## src/rtl/coh_noc_pkg.sv

```systemverilog
// Shared types and constants for the CoH NoC boot-time configuration loader.
package coh_noc_pkg;

    typedef struct packed {
        logic [15:0] addr;
        logic [31:0] data;
    } cfg_entry_t;

    typedef enum logic [2:0] {
        ST_IDLE,
        ST_FETCH,
        ST_WRITE,
        ST_VERIFY,
        ST_LOCK,
        ST_DONE,
        ST_ERROR
    } loader_state_t;

    localparam logic [1:0] ERR_NONE     = 2'd0;
    localparam logic [1:0] ERR_VERIFY   = 2'd1;
    localparam logic [1:0] ERR_TIMEOUT  = 2'd2;
    localparam logic [1:0] ERR_OVERFLOW = 2'd3;

    localparam logic [15:0] CFG_SYS_CTRL_ADDR = 16'h0000;
    localparam logic [15:0] CFG_TBL_TERM_ADDR = 16'hFFFF;

endpackage

```

## src/rtl/coh_noc_cfg_wdog.sv

```systemverilog
// Handshake watchdog: counts cycles spent waiting in one state and flags
// expiry when the count reaches TIMEOUT_CYCLES-1.
module coh_noc_cfg_wdog #(
    parameter int TIMEOUT_CYCLES = 1024
) (
    input  logic clk,
    input  logic rst_n,
    input  logic clear,
    input  logic enable,
    output logic expired
);

    localparam int CNT_W = $clog2(TIMEOUT_CYCLES + 1);

    logic [CNT_W-1:0] count;

    always_ff @(posedge clk or negedge rst_n) begin
        if (!rst_n) begin
            count <= '0;
        end else if (clear || !enable) begin
            count <= '0;
        end else if (!expired) begin
            count <= count + CNT_W'(1);
        end
    end

    assign expired = enable && (count == CNT_W'(TIMEOUT_CYCLES - 1));

endmodule

```

## src/rtl/coh_noc_cfg_loader.sv

```systemverilog
// Boot-table driven config-register programmer with optional readback verify
// (enabled by defining COH_NOC_CFG_LOADER_VERIFY_EN) and a final lock write.
module coh_noc_cfg_loader #(
    parameter int          MAX_ENTRIES    = 256,
    parameter int          TIMEOUT_CYCLES = 1024,
    parameter int          LOCK_ON_DONE   = 1,
    parameter logic [31:0] LOCK_VALUE     = 32'h0000_0005
) (
    input  logic                           clk,
    input  logic                           rst_n,
    input  logic                           start,
    output logic                           tbl_req,
    output logic [$clog2(MAX_ENTRIES)-1:0] tbl_idx,
    input  logic                           tbl_rvalid,
    input  logic [47:0]                    tbl_data,
    output logic                           cfg_write,
    output logic [15:0]                    cfg_addr,
    output logic [31:0]                    cfg_wdata,
    input  logic [31:0]                    cfg_rdata,
    input  logic                           cfg_ready,
    output logic                           busy,
    output logic                           done,
    output logic                           error,
    output logic [1:0]                     err_code,
    output logic [$clog2(MAX_ENTRIES)-1:0] err_index,
    output logic [$clog2(MAX_ENTRIES):0]   num_written
);

    import coh_noc_pkg::*;

    localparam int                IDX_W    = $clog2(MAX_ENTRIES);
    localparam int                CNT_W    = IDX_W + 1;
    localparam logic [IDX_W-1:0]  LAST_IDX = IDX_W'(MAX_ENTRIES - 1);

    loader_state_t state;
    cfg_entry_t    fetched;
    logic          handshake;
    logic          wd_enable;
    logic          wd_expired;
    logic          last_entry;
    logic          fail;
    logic [1:0]    fail_code;

    assign fetched    = tbl_data;
    assign last_entry = (tbl_idx == LAST_IDX);

    always_comb begin
        handshake = 1'b0;
        wd_enable = 1'b0;
        case (state)
            ST_FETCH: begin
                wd_enable = 1'b1;
                handshake = tbl_rvalid;
            end
            ST_WRITE, ST_VERIFY, ST_LOCK: begin
                wd_enable = 1'b1;
                handshake = cfg_ready;
            end
            default: ;
        endcase
    end

    // A handshake on the expiry edge takes priority over the timeout.
    always_comb begin
        fail      = 1'b0;
        fail_code = ERR_NONE;
        if (wd_expired && !handshake) begin
            fail      = 1'b1;
            fail_code = ERR_TIMEOUT;
        end
`ifdef COH_NOC_CFG_LOADER_VERIFY_EN
        else if (state == ST_VERIFY && handshake) begin
            if (cfg_rdata != cfg_wdata) begin
                fail      = 1'b1;
                fail_code = ERR_VERIFY;
            end else if (last_entry) begin
                fail      = 1'b1;
                fail_code = ERR_OVERFLOW;
            end
        end
`else
        else if (state == ST_WRITE && handshake && last_entry) begin
            fail      = 1'b1;
            fail_code = ERR_OVERFLOW;
        end
`endif
    end

`ifndef COH_NOC_CFG_LOADER_VERIFY_EN
    logic unused_rdata;
    assign unused_rdata = ^cfg_rdata;
`endif

    coh_noc_cfg_wdog #(
        .TIMEOUT_CYCLES(TIMEOUT_CYCLES)
    ) u_wdog (
        .clk    (clk),
        .rst_n  (rst_n),
        .clear  (handshake),
        .enable (wd_enable),
        .expired(wd_expired)
    );

    always_ff @(posedge clk or negedge rst_n) begin
        if (!rst_n) begin
            state       <= ST_IDLE;
            tbl_req     <= 1'b0;
            tbl_idx     <= '0;
            cfg_write   <= 1'b0;
            cfg_addr    <= '0;
            cfg_wdata   <= '0;
            busy        <= 1'b0;
            done        <= 1'b0;
            error       <= 1'b0;
            err_code    <= ERR_NONE;
            err_index   <= '0;
            num_written <= '0;
        end else begin
            if (state == ST_WRITE && cfg_ready) begin
                num_written <= num_written + CNT_W'(1);
            end
            if (fail) begin
                state     <= ST_ERROR;
                error     <= 1'b1;
                err_code  <= fail_code;
                err_index <= tbl_idx;
                cfg_write <= 1'b0;
                tbl_req   <= 1'b0;
                busy      <= 1'b0;
            end else begin
                case (state)
                    ST_IDLE, ST_DONE, ST_ERROR: begin
                        if (start) begin
                            state       <= ST_FETCH;
                            tbl_req     <= 1'b1;
                            tbl_idx     <= '0;
                            busy        <= 1'b1;
                            done        <= 1'b0;
                            error       <= 1'b0;
                            err_code    <= ERR_NONE;
                            err_index   <= '0;
                            num_written <= '0;
                        end
                    end
                    ST_FETCH: begin
                        if (tbl_rvalid) begin
                            tbl_req <= 1'b0;
                            if (fetched.addr == CFG_TBL_TERM_ADDR) begin
                                if (LOCK_ON_DONE != 0) begin
                                    state     <= ST_LOCK;
                                    cfg_write <= 1'b1;
                                    cfg_addr  <= CFG_SYS_CTRL_ADDR;
                                    cfg_wdata <= LOCK_VALUE;
                                end else begin
                                    state <= ST_DONE;
                                    busy  <= 1'b0;
                                    done  <= 1'b1;
                                end
                            end else begin
                                state     <= ST_WRITE;
                                cfg_write <= 1'b1;
                                cfg_addr  <= fetched.addr;
                                cfg_wdata <= fetched.data;
                            end
                        end
                    end
                    ST_WRITE: begin
                        if (cfg_ready) begin
                            cfg_write <= 1'b0;
`ifdef COH_NOC_CFG_LOADER_VERIFY_EN
                            state     <= ST_VERIFY;
`else
                            state     <= ST_FETCH;
                            tbl_req   <= 1'b1;
                            tbl_idx   <= tbl_idx + IDX_W'(1);
`endif
                        end
                    end
                    ST_VERIFY: begin
                        if (cfg_ready) begin
                            state   <= ST_FETCH;
                            tbl_req <= 1'b1;
                            tbl_idx <= tbl_idx + IDX_W'(1);
                        end
                    end
                    ST_LOCK: begin
                        if (cfg_ready) begin
                            state     <= ST_DONE;
                            cfg_write <= 1'b0;
                            busy      <= 1'b0;
                            done      <= 1'b1;
                        end
                    end
                    default: state <= ST_IDLE;
                endcase
            end
        end
    end

endmodule

```

## config.mk

```make
export PLATFORM = sky130hd
export DESIGN_NAME = coh_noc_cfg_loader
export DESIGN_NICKNAME = d
export VERILOG_FILES = /design/src/rtl/coh_noc_pkg.sv /design/src/rtl/coh_noc_cfg_wdog.sv /design/src/rtl/coh_noc_cfg_loader.sv
export SDC_FILE = /design/constraint.sdc
export NUM_CORES = 1
export LEC_CHECK = 0
export CAP_MARGIN = 20
export CORE_AREA = 3 3 108 110
export DETAILED_ROUTE_END_ITERATION = 8
export DIE_AREA = 0 0 111 113
export GPL_TIMING_DRIVEN = 0
export PLACE_DENSITY = 0.75
export SYNTH_ARGS = -nofsm -noshare
export SYNTH_HDL_FRONTEND = slang
export SYNTH_SLANG_ARGS = --single-unit
```

## constraint.sdc

```tcl
create_clock -name clk -period 1.9 [get_ports clk]
set_input_delay 0.57 -clock clk [delete_from_list [all_inputs] [get_ports clk]]
set_output_delay 0.57 -clock clk [all_outputs]
set_load 0.1 [all_outputs]
```

---- Word-level counts from Yosys, hierarchy flattened ----
Cells that the tools add are included.
storage, ports and cells
  register bits after elaboration ......... 94
  input bits .............................. 85
  output and inout port bits .............. 80
  word-level logic and storage cells ...... 108
cells by class
  add/sub/neg operators ................... 3
  eq/ne operators ......................... 18
  mux-type cells .......................... 44
  bitwise gates (word level) .............. 1
  reductions and logical operators ........ 29
operator list
  cell                                                    count
  2-to-1 mux 9 bit                                        4
  2-to-1 mux 32 bit                                       1
  2-to-1 mux 8 bit                                        4
  2-to-1 mux 11 bit                                       2
  2-to-1 mux 3 bit                                        6
  equality test 16 bit (second input constant)            1
  2-to-1 mux 16 bit                                       1
  case mux 8 bit (2 select lines)                         1
  AND reduction 4 bit                                     4
  2-to-1 mux 1 bit                                        14
  case mux 3 bit (4 select lines)                         1
  adder 11 x 1 -> 11 bit (second input constant)          1
  equality test 11 x 10 -> 1 bit (second input constant)  1
  2-to-1 mux 2 bit                                        5
  adder 9 x 1 -> 9 bit (second input constant)            1
  equality test 3 bit (second input constant)             3
  != test 3 bit (second input constant)                   3
  AND reduction 3 bit                                     3
  adder 8 x 1 -> 8 bit (second input constant)            1
  equality test 8 bit (second input constant)             1
  case mux 1 bit (2 select lines)                         4
  nonzero test 2 bit                                      4
  equality test 3 x 2 -> 1 bit (second input constant)    2
  != test 3 x 1 -> 1 bit (second input constant)          2
  other kinds (15)                                        25

---- Depth between registers and ports, before layout ----
Gate-level depths: netlist of run 1.
  word-level depth ........................ 9
  gate-level depth with buffers ........... 8
  depth with buffers taken out ............ 5

---- Hierarchy ----
Synthesis of run 1 repeated with hierarchy kept, for this count alone.
second synthesis, totals
  cells, all modules ...................... 363
  area total of the unflattened synthesis .. 4,026.4 µm²
modules (own cells, without submodules)
  module              times used  cells each  area an instance (µm²)  seq. area each (µm²)
  coh_noc_cfg_loader  1           306         3,453.3                 2,052.0
  coh_noc_cfg_wdog    1           57          573.0                   275.3

---- Worst setup path after synthesis of run 1 ----
No wires, ideal clock.
  path type ............................... flip-flop to flip-flop
  start point ............................. register tbl_idx[0]
  end point ............................... register tbl_idx[6]
  library setup time ...................... 0.078 ns
  data arrival time ....................... 2.321 ns
  required time ........................... 1.822 ns
  path slack .............................. -0.499 ns
  cell stages (with the launch flop) ...... 7
  path buffers ............................ 1
  clock period less this slack ............ 2.399 ns
  cells stage by stage .................... dfrtp_1 ha_1 and4_1 and3_1 buf_2 or4_1 a21oi_1
between the ends
  longest elaborated chain between the ends .. 6
  elaborated cells on any way between the ends .. 9
  classes of those cells .................. 1 x add/sub; 1 x eq/ne; 4 x mux; 1 x bitwise; 2 x reduce/logical
ends and longest elaborated chain
  what                                                                          line                       RTL
  from (decl)                                                                   coh_noc_cfg_loader.sv:13   output logic [$clog2(MAX_ENTRIES)-1:0] tbl_idx,
  from (signal assigned)                                                        coh_noc_cfg_loader.sv:175  tbl_idx <= tbl_idx + IDX_W'(1);
  from (signal assigned)                                                        coh_noc_cfg_loader.sv:183  tbl_idx <= tbl_idx + IDX_W'(1);
  parallel branches: the longest is 6 deep, another holds adder 8 x 1 -> 8 bit  -
Parallel ways; which one is timed is not known. The select of a mux whose other input is x is not followed.
A chain may end at the register's enable or synchronous reset.

---- Worst setup path in the final report of run 1 ----
  start point ............................. register cfg_wdata[22]
  end point ............................... output port cfg_wdata[22]
RTL lines
  what                    line                       RTL
  from (decl)             coh_noc_cfg_loader.sv:18   output logic [31:0] cfg_wdata,
  from (signal assigned)  coh_noc_cfg_loader.sv:163  cfg_wdata <= fetched.data;
No word-level cell between the ends.

==> results.md, run 1 <==
- Warnings, synthesis: 0
- Max Clock Skew: roughly 0.0094 ns
- Drt pass-1 iters: 5
- First DRT Iteration DRCs: between 100 and 150
- I/O Buffers: about 130
- Delay-heaviest family, CP: buffers and inverters
- Main combinational cell family by area after synthesis: compound AO/OA/AOI/OAI gates
- Total Routed Length: roughly 11 mm
- Syn Std Cell Area: between 4000 and 5000 um2
- Adder-cell share of the synthesized area: 0.8996%
- Multi-input logic area: ~1700 um2
- Post-synthesis mux area share: approximately 3.4%
- Total congestion overflow: 0
- Fin. max-slew vios: 0
- # fillers: slightly below 1,000
- Synth Area in Simple Gates: between 10% and 20%
- Die X-Extent: between 100 and 150 um
- Power Density: between 1500 and 2000 nW/um2
- Cells after Synth: 365
- Setup Viol. Count Final: 0
- EDFF count, synth: 0
- Final Hold Viols: 0
- Clk_lat worst skew: approximately 0.36 ns
- Normalized max-slew margin: roughly 62%
- Period utilisation layout: a little over nine tenths
- # hold bufs at CTS: 0
- CTS tree: done
- Final Wtd Congestion: roughly 0.8
- Ys async rst share: 100.0%
- Overall routing resource usage: between 10% and 20%
- IO Count: between 150 and 200
- Sinks on Clock Net: between 90 and 100
- Number of global-route vias before repair: between 3,000 and 4,000
- CP Buf/Inv Count: 1
- Seq pwr share: 27.3%
- Via/cell ratio: about 5.4
- Worst path required time: 1.33 ns
- Comb pwr share: about 62%
- Part of the power in the clock network: a little over a tenth
- Syn-to-layout area delta: 40.75%
- Share of cells above drive strength 1: a little under a third
- Core Util, Final: around 54%
- Nature of the critical path startpoint: flop
- Hold slack final: 0.1960 ns
- Clock-pin transition on the worst setup and hold timing paths: approximately 0.090 ns
- Compound-Gate Fraction of Synth Area: between 10% and 20%
- R2r worst-path depth: 6
- Reg2reg start: tbl_idx[0]
- Sequential area share after synthesis: a little under three fifths
- Setup CP Type: flop to output pin
- Die Y: about 110 um
- Total CTS buffers: 9
- Worst-Margin Slew: 0.5670 ns
- Switching power: between 6000 and 7000 uW
- Leakage: around 0.0027 uW
- Root Driver: clkbuf_8
- Max frequency: approximately 0.53 GHz
- First-pass GRT wire length: around 18 mm
- Worst vdd ir: 1786 uV
- Post-synthesis sequential element count: 93
- DR WL/cell: 16.66 um
- HP Class: input pin to asynchronous set/reset pin
- Detailed Place HPWL: 8.202 mm
- Switching Share: a little under three fifths
- Int Pwr: approximately 4700 uW
- Rows: 38
- Max cap viols: 0
- Final Cell Area: 5873 um2
- Status: completed
- Xor/xnor share of the synthesized area: under 10%
- CP endpoint kind: output pin
- Reg-to-reg slack, setup: approximately 0.06 ns
- Largest net degree at the start of global routing: 53
- Final min period: 1.871 ns
- H-tree depth: 3
- Crit-path cells: clkdlybuf4s15_2
- Avg Inst Size Synth: 11.43 um2
- RR Endpoint: tbl_idx[4]
- Routed Antenna Nets: 0
- Die area: approximately 13,000 um2
- Synthesized netlist net count: about 450
- Crit path DAT: 1.30 ns
- Worst path slowest cell: clkdlybuf4s15_2
- Max stage delay on crit path: roughly 0.57 ns
- Sequential Area: around 2300 um2
- Residual DRC count: 0
- Ant diodes: 0
- Post-DP Area: between 5000 and 6000 um2
- Post-layout nets: around 600
- Via count: 3,531
- Core ar.: between 10,000 and 15,000 um2
- Final TNS setup: 0 ns
- Synth unique cells: 50
- CP max FO: 2
- Initial Utilization: around two fifths
- Most used DFF post-synth: dfrtp_1
- Clk buf depth: 2
- Initial antenna violation count: 0
-- cells in the final DEF (no fill, tap or decap), drive strengths merged, types with 4 or more instances in the layout --
master,Yosys,routed
dfrtp,93,93
buf,15,57
a22o,46,46
clkdlybuf4s50,0,33
clkdlybuf4s18,0,23
clkdlybuf4s15,0,23
clkbuf,10,21
a21oi,20,20
nor2,18,18
o21ai,17,17
dlygate4sd2,0,17
nand3,16,16
mux2i,14,14
inv,13,13
nand2,13,13
nand4,9,9
or4,9,9
xor2,8,8
o31ai,8,8
and2,6,6
nor4,5,5
clkinv,0,5
and4,4,4
and3,4,4
-- layout make-up --
type,count,area share [%]
well taps,140,2.983
clock buffers,11,2.407
inverters,13,0.8308
repair buffers,139,20.92
multi-input cells,234,29.44
clock inverters,5,0.6178
flip-flops and latches,93,39.92
plain buffers,24,2.876
-- flip-flops by register name, summed over array words and instances, names as in the netlist --
register,count
cfg_wdata,32
cfg_addr,16
u_wdog.count,11
num_written,9
err_index,8
tbl_idx,8
state,3
err_code,2
busy,1
cfg_write,1
done,1
tbl_req,1
-- metrics by stage --
| step | std cells | setup slack [ns] | power, uW |
|---|---|---|---|
| 6_report | 659 | 0.02918 | 10980 |
| 5_1_grt | 659 | -0.003284 | 11450 |
| 4_1_cts | 657 | 0.002864 | 11090 |
| 3_5_place_dp | 637 | -0.7674 | 9987 |
| 3_3_place_gp | 636 | -3.736 | 9911 |
| 2_1_floorplan | 365 | -0.08263 | 8243 |
-- how the worst max path moves through the flow --
stage / start / to / slack (ns) / cells after the start
floorplan: tbl_idx[1] / tbl_idx[4] / -0.08 / 6
global route: u_wdog.count[0] / u_wdog.count[4] / -0.003 / 6
finish: cfg_wdata[22] / cfg_wdata[22] / 0.03 / 1
global placement: rst_n / tbl_idx[1] / -3.74 / 1
detailed placement: tbl_data[33] / cfg_wdata[21] / -0.77 / 8
CTS: cfg_wdata[31] / cfg_wdata[31] / 0.003 / 1
-- timing repair --
item,in CTS,in global routing
pin swaps,8,5
endpoints found under the setup margin,143,108
resized for setup,312,62
hold endpoints to repair,0,0
setup buffers,5,2
-- Yosys cell counts (2+ instances only) --
cell type | n | area (um2)
nand2b_1 | 3 | 18.77
nor2_1 | 18 | 67.56
nand4b_1 | 2 | 17.52
or3_1 | 3 | 18.77
o21ai_0 | 17 | 85.08
nand4_1 | 9 | 56.30
and4_1 | 4 | 35.03
nand3_1 | 15 | 75.07
and3_1 | 4 | 25.02
dfrtp_1 | 93 | 2327
buf_4 | 3 | 22.52
ha_1 | 3 | 37.54
inv_1 | 13 | 48.80
a22o_1 | 46 | 402.9
buf_6 | 4 | 45.04
clkbuf_1 | 9 | 33.78
mux2i_1 | 14 | 140.1
xnor2_1 | 3 | 26.28
nand2_1 | 13 | 48.80
nor4_1 | 4 | 25.02
and2_1 | 5 | 31.28
a21o_1 | 2 | 15.01
nor3_2 | 2 | 20.02
nand3b_1 | 2 | 15.01
xor2_1 | 8 | 70.07
o31ai_1 | 8 | 60.06
or4_1 | 9 | 67.56
buf_2 | 8 | 40.04
a21oi_1 | 20 | 100.1
-- metal layers --
| layer | up-vias | part of all wire [%] | GRT usage, % |
|---|---|---|---|
| li1 | 1656 | - | - |
| met5 | - | 0 | 0 |
| met2 | 120 | 48 | 30.22 |
| met1 | 1744 | 41 | 21.28 |
| met3 | 11 | 9.0 | 7.005 |
| met4 | 0 | 1.4 | 5.090 |
-- power by group through the flow --
stage / combinational, uW / clock (uW) / sequential, uW
global placement: 6890 / 0 / 3020
global route: 7070 / 1310 / 3070
floorplan: 1310 / 0 / 6930
finish: 6790 / 1190 / 3000
detailed placement: 6980 / 0 / 3010
CTS: 6850 / 1240 / 3000
-- logic make-up (layout without fill, tap and decap cells) --
| group | count (synthesis) | after routing |
|---|---|---|
| flops | 93 | 93 |
| compound gates | 101 | 101 |
| fa+ha+maj | 3 | 3 |
| simple gates | 105 | 105 |
| mux | 14 | 14 |
| buf+inv | 38 | 192 |
| xor+xnor | 11 | 11 |
Power figures use the tool's default switching activity.
==> run 2, diff against run 1 <==
- REMOVE_ABC_BUFFERS: default -> 1
==> results.md, run 2 (synthesis gave the netlist of run 1 again) <==
- Status: completed
- Detailed Place HPWL: 7.506 mm (-8.5%)
- Crit path DAT: 1.30 ns (about the same)
- Worst-Margin Slew: 0.5639 ns (-0.003131 ns)
- Most frequent cells in the layout: dfrtp_1, a22o_1, buf_2
- HP Class: input pin to asynchronous set/reset pin
- CTS tree: done
- Worst path slowest cell: clkdlybuf4s15_2
- Ant diodes: 0 (unchanged)
- Max reg flops: 32 (unchanged)
- Crit-path cells: clkdlybuf4s15_2
- Setup CP Type: flop to output pin
- Crit. path cell count: 1 (unchanged)
- Max cap viols: 0 (unchanged)
- Clock-pin transition on the worst setup and hold timing paths: 0.09 ns (about the same)
- Final min period: 1.869 ns (-0.001480 ns)
- Overall routing resource usage: 18.72% (+0.85 points)
- Delay-heaviest family, CP: buffers and inverters
- Grt peak-use layer: met2
- Post-Place Worst Slack: -1.258 ns (-0.4905 ns)
- Total CTS buffers: 9 (unchanged)
- Initial antenna violation count: 1 (+1)
- GRT met3 Usage: 8.556% (+1.6 points)
- CP endpoint kind: output pin
- Max Clock Skew: 0.01037 ns (+0.001007 ns)
- Post-route setup slack: 0.03066 ns (+0.001480 ns)
- Nature of the critical path startpoint: flop
- Worst path required time: 1.33 ns (about the same)
- Commonest non-fill, non-tap cell in the layout: dfrtp_1
- Normalized max-slew margin: 62.41% (+0.21 points)
- Sinks on Clock Net: 93 (unchanged)
- RSZ-0062 raised after global routing: no
- Fin. max-slew vios: 0 (unchanged)
- Max stage delay on crit path: 0.57 ns (about the same)
- Clk_lat worst skew: 0.36 ns (about the same)
- CP max FO: 2 (unchanged)
- Core ar.: 10,790 um2 (unchanged)
- Clk buf depth: 2 (unchanged)
- I/O Buffers: 132 (+0.76%)
- Via/cell ratio: 5.487 (+2.4%)
- Post-layout nets: 584 (-3.0%)
- CP Buf/Inv Count: 1 (unchanged)
- Final Hold Viols: 0 (unchanged)
- # hold bufs at CTS: 0 (unchanged)
- Final Wtd Congestion: 0.7829 (-1.8%)
- Power Density: 1926 nW/um2 (+3.0%)
- Largest register by flop count: cfg_wdata
- Syn-to-layout area delta: 39.04%
- Die X-Extent: 111 um (unchanged)
- DR WL/cell: 17.90 um (+7.5%)
- Worst vdd ir: 1993 uV (+12%)
- R2r worst-path depth: 5 (-1)
- Rows: 38 (unchanged)
- Residual DRC count: 0 (unchanged)
- Total Routed Length: 11.48 mm (+4.6%)
- Number of global-route vias before repair: 3,762 (unchanged)
- Largest net degree at the start of global routing: 52 (-1.9%)
- Biggest regs: cfg_wdata (32), cfg_addr (16), u_wdog.count (11)
- First DRT Iteration DRCs: 169 (+37%)
- Routed Antenna Nets: 0 (unchanged)
- Drt pass-1 iters: 4 (-1)
- Share of cells above drive strength 1: 27.74% (-2.7 points)
- IO Count: 165 (unchanged)
- GRT met2 Usage: 30.83% (+0.61 points)
- Period utilisation layout: 98.39% (about the same)
- Root Driver: clkbuf_8
- Die area: 12,540 um2 (unchanged)
- Via count: 3,517 (-0.40%)
- Initial Utilization: 38.66% (unchanged)
- Max frequency: 0.5349 GHz (about the same)
- Final TNS setup: 0 ns (unchanged)
- Total congestion overflow: 0 (unchanged)
- First-pass GRT wire length: 19.13 mm (+4.4%)
- Die Y: 113 um (unchanged)
- Leakage: 0.002713 uW (-0.64%)
- H-tree depth: 3 (unchanged)
- Setup Viol. Count Final: 0 (unchanged)
- Grt met1 use: 22.11% (+0.83 points)
## run 2: cell count changes in the layout (fill, tap and decap cells not counted), moves of 3 or more
cell	change
buf_4	-4
dfrtp_2	-3
clkdlybuf4s15_2	-5
buf_6	-4
clkbuf_2	-6
and2_4	+4
dlymetal6s2s_1	+4
dfrtp_1	+5
clkbuf_1	-3
## run 2: worst paths after layout
check / slack (ns) / end / start
max reg2reg: 0.08 / tbl_idx[3] / tbl_idx[0]
max: 0.03 / cfg_addr[7] / cfg_addr[7]
min reg2reg: 0.51 / cfg_wdata[29] / cfg_wdata[29]
min in group clk: 0.49 / cfg_addr[0] / tbl_data[32]
max in group asynchronous: 1.05 / tbl_idx[1] / rst_n
min: 0.19 / cfg_wdata[7] / rst_n
## run 2: layout make-up
type,count,area (um2)
well taps,140,175.2
inverters,13,48.80
clock inverters,5,82.58
multi-input cells,239,1790
flip-flops and latches,93,2333
fillers,946,4991
repair buffers,140,1230
clock buffers,11,141.4
## run 2: metal layers
layer	share of wire [%]	up-vias
met2	48	133
met3	9.6	25
met1	40	1739
met4	1.9	2
li1	-	1618
met5	0.11	-
## run 2: power breakdown
part	leakage, uW	total [uW]	switching, uW	internal [uW]
combinational	0.00141	6650	5200	1450
sequential	0.00119	3060	479	2580
clock	0.000114	1470	690	783
total	0.00271	11200	6370	4810
## run 2: stage by stage
stage | power [uW] | util (%) | cell area [um2] | hold WS, ns | std cells
floorplan | 8086 | - | 4026 | 0.2744 | 340
global placement | 9739 | 51.17 | 5523 | 0.4889 | 612
detailed placement | 9822 | 51.44 | 5552 | 0.4910 | 613
CTS | 11330 | 54.79 | 5913 | 0.1878 | 637
global route | 11630 | 53.76 | 5802 | 0.2002 | 641
finish | 11180 | 53.76 | 5802 | 0.1885 | 641
## run 2: what timing repair did
item | in CTS | in global routing
buffers inserted | 3 | 4
cloned | 5 | 0
endpoints found under the setup margin | 170 | 113
gates resized for setup | 319 | 76
pin swaps | 7 | 4
==> run 3, diff against run 2 <==
- clock period: 1.9 -> 1.7 ns (I/O delays scaled with it)
==> results.md, run 3 (synthesis gave the netlist of run 1 again) <==
- Max frequency: about 0.57 GHz
- Power Density: 2115 nW/um2 (+9.8%)
- Die Y: 113 um (unchanged)
- Core Util, Final: 57.22% (+3.5 points)
- Final min period: between 1.5 and 2 ns
- Overall routing resource usage: 19.38% (+0.66 points)
- Root Driver: clkbuf_8
- Worst-Margin Slew: 0.5686 ns (+0.004705 ns)
- DP Cell Count: 613 (unchanged)
- Core ar.: 10,790 um2 (unchanged)
- Reg2reg start: state[1]
- Initial Utilization: 38.66% (unchanged)
- Normalized max-slew margin: 62.09% (-0.31 points)
- Leakage: 0.002909 uW (+7.2%)
- Worst path slowest cell: or4b_4
- Largest register by flop count: cfg_wdata
- Final Wtd Congestion: 0.7829 (unchanged)
- Die X-Extent: 111 um (unchanged)
- I/O Buffers: 132 (unchanged)
- Sinks on Clock Net: 93 (unchanged)
- RR Endpoint: err_index[4]
- Setup Viol. Count Final: 11 (+11)
- Total congestion overflow: 0 (unchanged)
- Biggest regs: cfg_wdata (32), cfg_addr (16), u_wdog.count (11)
- Die area: 12,540 um2 (unchanged)
- CTS tree: done
- Share of cells above drive strength 1: 36.38% (+8.6 points)
- # fillers: 893 (-5.6%)
- First-pass GRT wire length: 19.77 mm (+3.4%)
- Worst path required time: 1.94 ns (+0.61 ns)
- Crit path DAT: 1.98 ns (+0.68 ns)
- Total CTS buffers: 9 (unchanged)
- Post-route setup slack: -0.04048 ns (-0.07113 ns)
- HP Class: input pin to asynchronous set/reset pin
- Switching power: 7309 uW (+15%)
- DR WL/cell: 18.56 um (+3.7%)
- Period utilisation layout: 102.4%
- Final non-filler cell total: 676 (+5.5%)
- # hold bufs at CTS: 0 (unchanged)
- Hold slack final: 0.1293 ns (-0.05921 ns)
- Fin. max-slew vios: 0 (unchanged)
- Seq pwr share: 25.8% (-1.5 points)
- Clk buf depth: 2 (unchanged)
- Detailed Place HPWL: 7.506 mm (unchanged)
- Reg-to-reg slack, setup: -0.04 ns (-0.12 ns)
- Max cap viols: 0 (unchanged)
- Final Hold Viols: 0 (unchanged)
- Residual DRC count: 0 (unchanged)
- RSZ-0062 raised after global routing: yes
- CP endpoint kind: flop
- Drt pass-1 iters: 6 (+2)
- Max Clock Skew: 0.009161 ns (-0.001207 ns)
- Ant diodes: 0 (unchanged)
- IO Count: 165 (unchanged)
- Largest net degree at the start of global routing: 52 (unchanged)
- CP max FO: 8 (+6)
- Most frequent cells in the layout: dfrtp_1, buf_4, a22o_1
- Grt peak-use layer: met2
- GRT met3 Usage: 8.556% (unchanged)
- First DRT Iteration DRCs: 157 (-7.1%)
- Worst vdd ir: 2177 uV (+9.2%)
- Clock-pin transition on the worst setup and hold timing paths: 0.09 ns (about the same)
- H-tree depth: 3 (unchanged)
- Switching Share: 55.96% (-1.0 points)
- Number of global-route vias before repair: 3,990 (+6.1%)
- Via count: 3,793 (+7.8%)
- Clk_lat worst skew: 0.36 ns (about the same)
- Initial antenna violation count: 1 (unchanged)
- Status: finished with violations
- R2r worst-path depth: 6 (+1)
- Violated checks: negative setup slack
- Rows: 38 (unchanged)
- Nature of the critical path startpoint: flop
- Total Routed Length: 12.55 mm (+9.3%)
- Post-layout nets: 619 (+6.0%)
- Commonest non-fill, non-tap cell in the layout: dfrtp_1
- Part of the power in the clock network: 12.8% (-0.4 points)
- Crit-path cells: buf_6, or4b_4, nand3_2, a21oi_4, buf_12, mux2i_1
- Max stage delay on crit path: 0.54 ns (-0.03 ns)
- Setup CP Type: flop to flop
- Comb pwr share: 61.4% (+1.9 points)
- Grt met1 use: 22.03% (-0.073 points)
- Syn-to-layout area delta: 48.01%
- Via/cell ratio: 5.611 (+2.3%)
- Int Pwr: 5751 uW (+20%)
- Routed Antenna Nets: 0 (unchanged)
- Max reg flops: 32 (unchanged)
- GRT met2 Usage: 32.73% (+1.9 points)
-- run 3: per-layer routing --
metal  vias to the layer above  share of wire [%]
met5                         -               0.10
met4                         2                1.5
met3                        20                9.2
met2                       166                 51
met1                      1905                 38
li1                       1700                  -
-- run 3: how the worst max path moves through the flow --
stage	from	end	slack, ns
final	state[1]	err_index[4]	-0.04
after global placement	rst_n	cfg_wdata[13]	-3.27
after detailed placement	cfg_ready	err_index[1]	-1.40
after global routing	state[2]	tbl_idx[4]	-0.08
after CTS	tbl_data[35]	state[1]	0.0007
after floorplan	tbl_idx[0]	err_index[0]	-0.95
-- run 3: final cells by class --
class / instances / area (um2) / share of cell area (%)
Multi-Input combinational cell: 240 / 1936 / 31.34
Clock buffer: 11 / 141.4 / 2.289
Clock inverter: 5 / 82.58 / 1.337
Tap cell: 140 / 175.2 / 2.836
Timing Repair Buffer: 174 / 1458 / 23.60
Sequential cell: 93 / 2335 / 37.80
Inverter: 13 / 48.80 / 0.7901
-- run 3: metrics by stage --
step,setup TNS [ns],cell area [um2],setup slack [ns],power (uW)
final,-0.3291,6176,-0.04048,13060
after global routing,-1.534,6176,-0.07663,13540
after CTS,0,5879,0.0006954,12690
after detailed placement,-108.07,5552,-1.398,10980
after global placement,-425.10,5523,-3.267,10880
after floorplan,-42.32,4026,-0.9536,9037
-- run 3: critical path: cells and delay by family (launching register included) --
| kind | cells | cell delay [ns] |
|---|---|---|
| AO/OA/AOI/OAI | 1 | 0.08 |
| buffers and inverters | 2 | 0.30 |
| flip-flops | 1 | 0.44 |
| multiplexers | 1 | 0.12 |
| AND/OR/NAND/NOR | 2 | 0.69 |
-- run 3: power by group through the flow --
| stage | Sequential (uW) | Clock, uW | Combinational (uW) |
|---|---|---|---|
| finish | 3370 | 1670 | 8020 |
| global route | 3440 | 1800 | 8290 |
| CTS | 3330 | 1700 | 7660 |
| detailed placement | 3400 | 0 | 7570 |
| global placement | 3400 | 0 | 7490 |
| floorplan | 7770 | 0 | 1270 |
-- run 3: what timing repair did --
action                                  in CTS  in global routing
resized for setup                          494                 69
setup buffers                               30                 11
endpoints found under the setup margin     172                121
gates cloned                                 6                  0
pin swaps                                   16                 30
